File: config.mk
export PLATFORM = sky130hd
export DESIGN_NAME = caesar_stream_engine
export DESIGN_NICKNAME = d
export VERILOG_FILES = /design/src/rtl/caesar_stream_engine.sv
export SDC_FILE = /design/constraint.sdc
export NUM_CORES = 1
export LEC_CHECK = 0
export CORE_MARGIN = 8
export CORE_UTILIZATION = 50
export DETAILED_ROUTE_END_ITERATION = 10
export GPL_ROUTABILITY_DRIVEN = 0
export PLACE_DENSITY = 0.78
export SLEW_MARGIN = 30
export SYNTH_ARGS = -nofsm -noshare
export SYNTH_HDL_FRONTEND = slang
export SYNTH_SLANG_ARGS = --single-unit
File: constraint.sdc
create_clock -name clk1 -period 4 [get_ports clk1]
set_input_delay 0.8 -clock clk1 [delete_from_list [all_inputs] [get_ports clk1]]
set_output_delay 0.8 -clock clk1 [all_outputs]
set_load 0.01 [all_outputs]
File: src/rtl/caesar_stream_engine.sv
// Caesar-cipher stream engine: reads, rotates and writes back a run of characters
// held in the low byte of each word of a single-port RAM (1-cycle read latency).
module caesar_stream_engine #(
  parameter int unsigned ADDR_W = 10,
  parameter int unsigned DATA_W = 32,
  parameter int unsigned LEN_W  = 8
) (
  input  logic              clk1,
  input  logic              rst,
  input  logic              start,
  input  logic [ADDR_W-1:0] base,
  input  logic [LEN_W-1:0]  len,
  input  logic [7:0]        key,
  input  logic              decrypt,
  input  logic              raw_mode,
  output logic [ADDR_W-1:0] mem_addr,
  output logic              mem_re,
  input  logic [DATA_W-1:0] mem_rdata,
  output logic              mem_we,
  output logic [DATA_W-1:0] mem_wdata,
  output logic              busy,
  output logic              done,
  output logic [LEN_W-1:0]  count
);

  typedef enum logic [2:0] {IDLE, RD, CAP, WR, DONE} state_t;

  state_t            state;
  logic [ADDR_W-1:0] base_q;
  logic [LEN_W-1:0]  len_q;
  logic [LEN_W-1:0]  idx;
  logic [7:0]        key_q;
  logic              dec_q;
  logic              raw_q;

  logic [LEN_W-1:0]  idx_nxt;
  logic [ADDR_W-1:0] addr_nxt;
  logic [DATA_W-1:0] cap_word;

  // Offset rotation within a 26-letter alphabet; k is already reduced below 26.
  function automatic logic [7:0] shift26(input logic [7:0] o, input logic [7:0] k,
                                         input logic dec);
    logic [7:0] s;
    if (dec) begin
      s = (o < k) ? o + 8'd26 - k : o - k;
    end else begin
      s = o + k;
      if (s >= 8'd26) s = s - 8'd26;
    end
    return s;
  endfunction

  function automatic logic [7:0] xform(input logic [7:0] c, input logic [7:0] k,
                                       input logic dec, input logic raw);
    logic [7:0] r;
    if (raw)                             r = dec ? c - k : c + k;
    else if (c >= 8'd65 && c <= 8'd90)   r = 8'd65 + shift26(c - 8'd65, k, dec);
    else if (c >= 8'd97 && c <= 8'd122)  r = 8'd97 + shift26(c - 8'd97, k, dec);
    else                                 r = c;
    return r;
  endfunction

  assign idx_nxt  = idx + LEN_W'(1);
  assign addr_nxt = base_q + ADDR_W'(idx_nxt);

  // Upper bits of the word pass through; only the character byte is rotated.
  always_comb begin
    cap_word      = mem_rdata;
    cap_word[7:0] = xform(mem_rdata[7:0], key_q, dec_q, raw_q);
  end

  always_ff @(posedge clk1) begin
    if (rst) begin
      state     <= IDLE;
      base_q    <= '0;
      len_q     <= '0;
      idx       <= '0;
      key_q     <= '0;
      dec_q     <= 1'b0;
      raw_q     <= 1'b0;
      mem_addr  <= '0;
      mem_re    <= 1'b0;
      mem_we    <= 1'b0;
      mem_wdata <= '0;
      busy      <= 1'b0;
      done      <= 1'b0;
      count     <= '0;
    end else begin
      mem_re <= 1'b0;
      mem_we <= 1'b0;
      done   <= 1'b0;
      case (state)
        IDLE: begin
          if (start) begin
            base_q   <= base;
            len_q    <= len;
            key_q    <= raw_mode ? key : 8'(key % 8'd26);
            dec_q    <= decrypt;
            raw_q    <= raw_mode;
            idx      <= '0;
            count    <= '0;
            mem_addr <= base;
            if (len != '0) begin
              state  <= RD;
              mem_re <= 1'b1;
              busy   <= 1'b1;
            end else begin
              state  <= DONE;
              done   <= 1'b1;
            end
          end
        end
        RD: state <= CAP;
        CAP: begin
          mem_wdata <= cap_word;
          mem_we    <= 1'b1;
          state     <= WR;
        end
        WR: begin
          idx   <= idx_nxt;
          count <= count + LEN_W'(1);
          if (idx_nxt == len_q) begin
            state <= DONE;
            done  <= 1'b1;
            busy  <= 1'b0;
          end else begin
            state    <= RD;
            mem_re   <= 1'b1;
            mem_addr <= addr_nxt;
          end
        end
        DONE:    state <= IDLE;
        default: state <= IDLE;
      endcase
    end
  end

endmodule

# After elaboration in Yosys (flattened, before gate mapping)
# Index checks and enable logic that the tools add are counted.
dict set report op_classes {
  addsub 19
  div 1
  magnitude_cmp 8
  eq_ne 8
  mux 39
  n_reduce_logical 9
}
# operator count
set op_table {}
lappend op_table {{$mux W8} 17}
lappend op_table {{$sub A8 B8 Y8} 5}
lappend op_table {{$pmux W8 S2} 2}
lappend op_table {{$add A8 B8 Y8} 3}
lappend op_table {{$mux W10} 2}
lappend op_table {{$pmux W10 S2} 1}
lappend op_table {{$add A7 B8 Y8 const A} 2}
lappend op_table {{$add A8 B1 Y8 const B} 2}
lappend op_table {{$add A8 B5 Y8 const B} 2}
lappend op_table {{$ge A8 B5 Y1 const B} 2}
lappend op_table {{$ge A8 B7 Y1 const B} 2}
lappend op_table {{$le A8 B7 Y1 const B} 2}
lappend op_table {{$lt A8 B8 Y1} 2}
lappend op_table {{$sub A8 B5 Y8 const B} 2}
lappend op_table {{$sub A8 B7 Y8 const B} 2}
lappend op_table {{$pmux W3 S4} 1}
lappend op_table {{$add A10 B8 Y10} 1}
lappend op_table {{$mux W1} 10}
lappend op_table {{$mux W3} 3}
lappend op_table {{$eq A8 B8 Y1} 1}
lappend op_table {{$mod A8 B5 Y8 const B} 1}
lappend op_table {{$ne A2 B2 Y1 const B} 4}
lappend op_table {{$reduce_bool A8 Y1} 1}
lappend op_table {{$eq A3 B2 Y1 const B} 2}
lappend op_table {{other kinds (8)} 12}
dict set report totals {
  reg_bits 93
  output_inout_bits 54
  elab_cells 98
}

# Logic depth before layout (Yosys ltp)
dict set report depth {
  depth_word 12
  depth_mapped 20
  mapped_depth_nobuf 20
}

# Worst setup path after synthesis
# Ideal clock, no wire load.
dict set report synth_path {
  path_type {input to register}
  startpoint {input mem_rdata[0]}
  endpoint {register mem_wdata[2]}
  setup_time_ns 0.130
  t_arrival_ns 4.051
  t_required_ns 3.870
  setup_slack_ns -0.182
  cell_stages 17
  n_path_buf 0
  path_cell_list {inv_1 ha_1 nand2_1 nand2_1 xnor2_1 ha_1 or3b_2 o211ai_1 a211oi_1 a31oi_1 a21oi_1 o31a_1 ha_1 xor2_1 mux2_2 a21oi_1 nor3_1}
}
dict set report synth_via {
  elab_chain_len 12
}
# element line_no
set synth_rtl {}
lappend synth_rtl {{start, declared} 18} ;# input logic [DATA_W-1:0] mem_rdata,
lappend synth_rtl {{$sub A8 B7 Y8} 58} ;# else if (c >= 8'd97 && c <= 8'd122) r = 8'd97 + shift26(c - 8'd97, k, dec);
lappend synth_rtl {{$add A8 B8 Y8 / $add A8 B5 Y8 (equally long branches)} {47, 45}}
lappend synth_rtl {{$sub A8 B5 Y8, or another cell as far along} 48} ;# if (s >= 8'd26) s = s - 8'd26;
lappend synth_rtl {{$mux W8, on equally long branches} {48, 45}}
lappend synth_rtl {{$mux W8} 44} ;# if (dec) begin
lappend synth_rtl {{$mux W8} 58}
lappend synth_rtl {{$mux W8} 57} ;# else if (c >= 8'd65 && c <= 8'd90) r = 8'd65 + shift26(c - 8'd65, k, dec);
lappend synth_rtl {{$mux W8} 56} ;# if (raw) r = dec ? c - k : c + k;
lappend synth_rtl {{$add A7 B8 Y8} 58}
lappend synth_rtl {{$mux W8} 58}
lappend synth_rtl {{$mux W8} 57}
lappend synth_rtl {{$mux W8 *} 56}
lappend synth_rtl {{end signal, assigned} 115} ;# mem_wdata <= cap_word;
lappend synth_rtl {{end, declared} 20} ;# output logic [DATA_W-1:0] mem_wdata,
# Mark *: on every way between the ends. The rest lies on a longest branch, timed or not. The select of a mux whose other input is x is not followed.
# A chain may end at the register's enable or synchronous reset.

# Final worst setup path
dict set report layout_path {
  startpoint {input mem_rdata[0]}
  endpoint {register mem_wdata[7]}
}
# Same word-level chain as after synthesis.

==> results.toml <==
[power_and_ir_drop]
cellPowerDensity_nw_per_um2 = 451
ir_worst_vdd_v = 0.000273
p_leak_nw = 4.42

[setup_path]
r2r_slack_ns = 0.25
r2r_cells = 16
reg2reg_from = "key_q[0]"
crit_type = "in2reg"
cp_max_fo = 9
critPathArrivalTime_ns = 4.40
worstPathRequired_ns = 4.22
critPathCaptureType = "flip-flop"
r2r_end = "mem_wdata[7]"
worst_setup_path_start_kind = "input port"

[detailed_routing]
routedWlPerCell_um = 19.6
routed_wl_mm = 28.2
vias = 8852
drtIter0Drc = 839
drc = 0
vias_per_cell = 6.13
drt-pass1-iter-count = 5
drtAntennaViolNets = 0

[clock_tree]
numCtsBuffers = 9
root_buffer = "clkbuf_16"
ctsHoldBuffers = 0
cts.htree.levels = 3
clock_sinks = 93
clk_pin_slew_worst_paths_ns = 0.07
cts_buffer_depth = 2
clk-insertion-delay-late_ns = 0.35
cts_tree = "done"

[yosys]
synth_cells = 1018
synth_cell_type_count = 88
synth.top_cell.area_share_pct = 24.0
ys_seq_area_share_pct = 24.0
ys.flop_type = "dfxtp_1"
synth_edf_count = 0
synthesis.nets = 1146
ys.warnings.count = 0
synth_area_um2 = 7740
yosys.cell_count.top_type = "nand2_1"
synthArstFlopShare_pct = 0
yosys-top-cells-area = "dfxtp_1, ha_1, nand2_1, a21oi_1, xnor2_1"
ys_seq_elements = 93
avgSynthCellArea_um2 = 7.61
synth_common_cells = "nand2_1, a21oi_1, nor2_1, dfxtp_1, ha_1"
synth_top_area_cell = "dfxtp_1"

[timing]
relSlewSlack_pct = 38.3
max_freq_mhz = 239
finalSetupViolCount = 7
hold_ws_ns = 0.453
finalCriticalPeriod_ns = 4.19
hold_violations = 0
maxSlewViolCount = 0
period_share_pct = 105
worst_slack_ns = -0.187
clock-skew-final_ns = 0.0119
tightest_slew_ns = 0.926
timing.setup.tns_ns = -0.701

[grt]
antenna_found_initial = 1
grt_pass1_wl_mm = 40.8
grt_pass1_vias = 8115
globalRouteTotalUtil_pct = 25.0
grt_overflow_total = 0
grt_max_degree = 49

[floorplanning]
die_height_um = 140
coreArea_um2 = 15100
num_io_pins = 117
dieArea_um2 = 19700
rows = 45
start_util_pct = 51.1
die-width_um = 140

[min_path]
holdPathStages = 2
hp-class = "reg2reg"
min_to = "mem_wdata[31]"
worstHoldStart = "mem_wdata[31]"

[placed_design]
dp_hpwl_mm = 18.4
numPortBuffers = 116

[finish]
synthToLayoutAreaGrowth_pct = 44.9
layout-drive-gt1-share_pct = 25.2
num_antenna_cells = 0
final_nets = 1379

[run_status]
violations = "negative setup slack"
outcome = "complete, but fails checks"

[job]
cap_violations = 0
==> worst max-delay path, cell delays in order <==
cell        delay, ns
buf_6            0.10
clkinvlp_4       0.13
ha_4             0.23
nand2_4          0.10
nand2_2          0.11
xnor2_4          0.24
ha_4             0.25
buf_6            0.15
nand3_1          0.07
nand2_1          0.10
a41oi_4          0.38
mux2i_2          0.38
o221ai_1         0.16
or3_4            0.38
and4b_4          0.24
buf_4            0.13
mux2i_1          0.11
o21ai_0          0.20
o211ai_1         0.13
==> area by class of cell <==
type	count	area (um2)
Multi-Input combinational cell	821	6250
Fill cell	1072	3930
Timing Repair Buffer	278	2390
Sequential cell	93	1860
Tap cell	188	235
Clock buffer	9	225
Inverter	48	184
Clock inverter	7	73.8
==> kinds of logic (layout without fill, tap and decap cells) <==
kind of cell / count (synthesis) / in the layout / synth area share, %
adder cells (fa/ha/maj): 66 / 66 / 11.7
buffers and inverters: 104 / 342 / 5.32
flip-flops: 93 / 93 / 24.0
XOR/XNOR: 70 / 70 / 8.01
AO/OA/AOI/OAI: 278 / 278 / 24.3
multiplexers: 27 / 27 / 3.54
AND/OR/NAND/NOR: 380 / 380 / 23.1
==> worst max path at each step <==
stage / start / end / slack (ns) / depth (start not counted)
2_1_floorplan: mem_rdata[0] / mem_wdata[2] / -0.03 / 15
3_3_place_gp: mem_rdata[0] / mem_wdata[5] / -0.87 / 16
3_5_place_dp: mem_rdata[0] / mem_wdata[5] / -0.93 / 16
4_1_cts: mem_rdata[3] / mem_wdata[6] / 0.0009 / 17
5_1_grt: mem_rdata[0] / mem_wdata[7] / -0.26 / 19
6_report: mem_rdata[0] / mem_wdata[7] / -0.19 / 19
==> power breakdown <==
part / internal [mW] / switching (mW)
registers: 1.02 / 0.0711
clock network: 0.443 / 0.412
logic: 1.45 / 1.67
total: 2.91 / 2.15
==> placed cells by master (no fill, tap or decap), types with 5 or more instances in the layout <==
cell type	instances
fa_1	8
nor2_1	91
ha_4	16
clkbuf_16	9
buf_4	154
a22oi_1	8
xnor2_1	40
o21ai_0	31
o21ai_1	6
and3_1	6
xor2_1	17
clkdlybuf4s50_1	108
o211ai_1	12
a21o_1	6
nor4_1	7
and2_1	8
nand2_1	138
nor3_1	13
dfxtp_1	93
o21bai_1	12
a21oi_1	102
a211oi_1	12
inv_2	5
nor2_2	5
xnor2_2	5
nand3_1	28
a311o_1	6
nand3b_1	5
mux2i_1	20
buf_6	11
nand2b_1	14
inv_1	42
nor2b_1	12
ha_1	37
a31oi_1	11
==> sequential cells by signal, summed over array words and instances, names as in the netlist <==
| name | count |
|---|---|
| base_q | 10 |
| busy | 1 |
| count | 8 |
| dec_q | 1 |
| done | 1 |
| idx | 8 |
| key_q | 8 |
| len_q | 8 |
| mem_addr | 10 |
| mem_re | 1 |
| mem_wdata | 32 |
| mem_we | 1 |
| raw_q | 1 |
| state | 3 |
==> layer usage <==
metal | GRT usage, % | part of all wire (%) | up-vias | routed length (um)
li1 | - | - | 4059 | -
met3 | 6.01 | 9.0 | 154 | 2530
met2 | 41.1 | 46 | 543 | 13100
met4 | 8.71 | 5.2 | 2 | 1460
met1 | 31.4 | 40 | 4094 | 11200
met5 | 0 | 0.028 | - | 8
==> metrics by stage <==
stage	setup slack (ns)	instances	power [mW]	area, um2	util [%]
floorplan	-0.0261	1018	2.64	7820	-
global placement	-0.869	1398	3.54	9970	65.8
detailed placement	-0.934	1398	3.60	9970	65.8
CTS	0.000947	1429	4.65	10800	71.1
global route	-0.255	1444	5.29	11200	74.1
finish	-0.187	1444	5.06	11200	74.1
==> what timing repair did <==
action	in CTS	in global routing
pin swaps	36	46
setup endpoints to repair	7	7
gates resized for setup	85	78
buffers inserted	15	16
No activity file was read; power rests on OpenSTA's default activity.
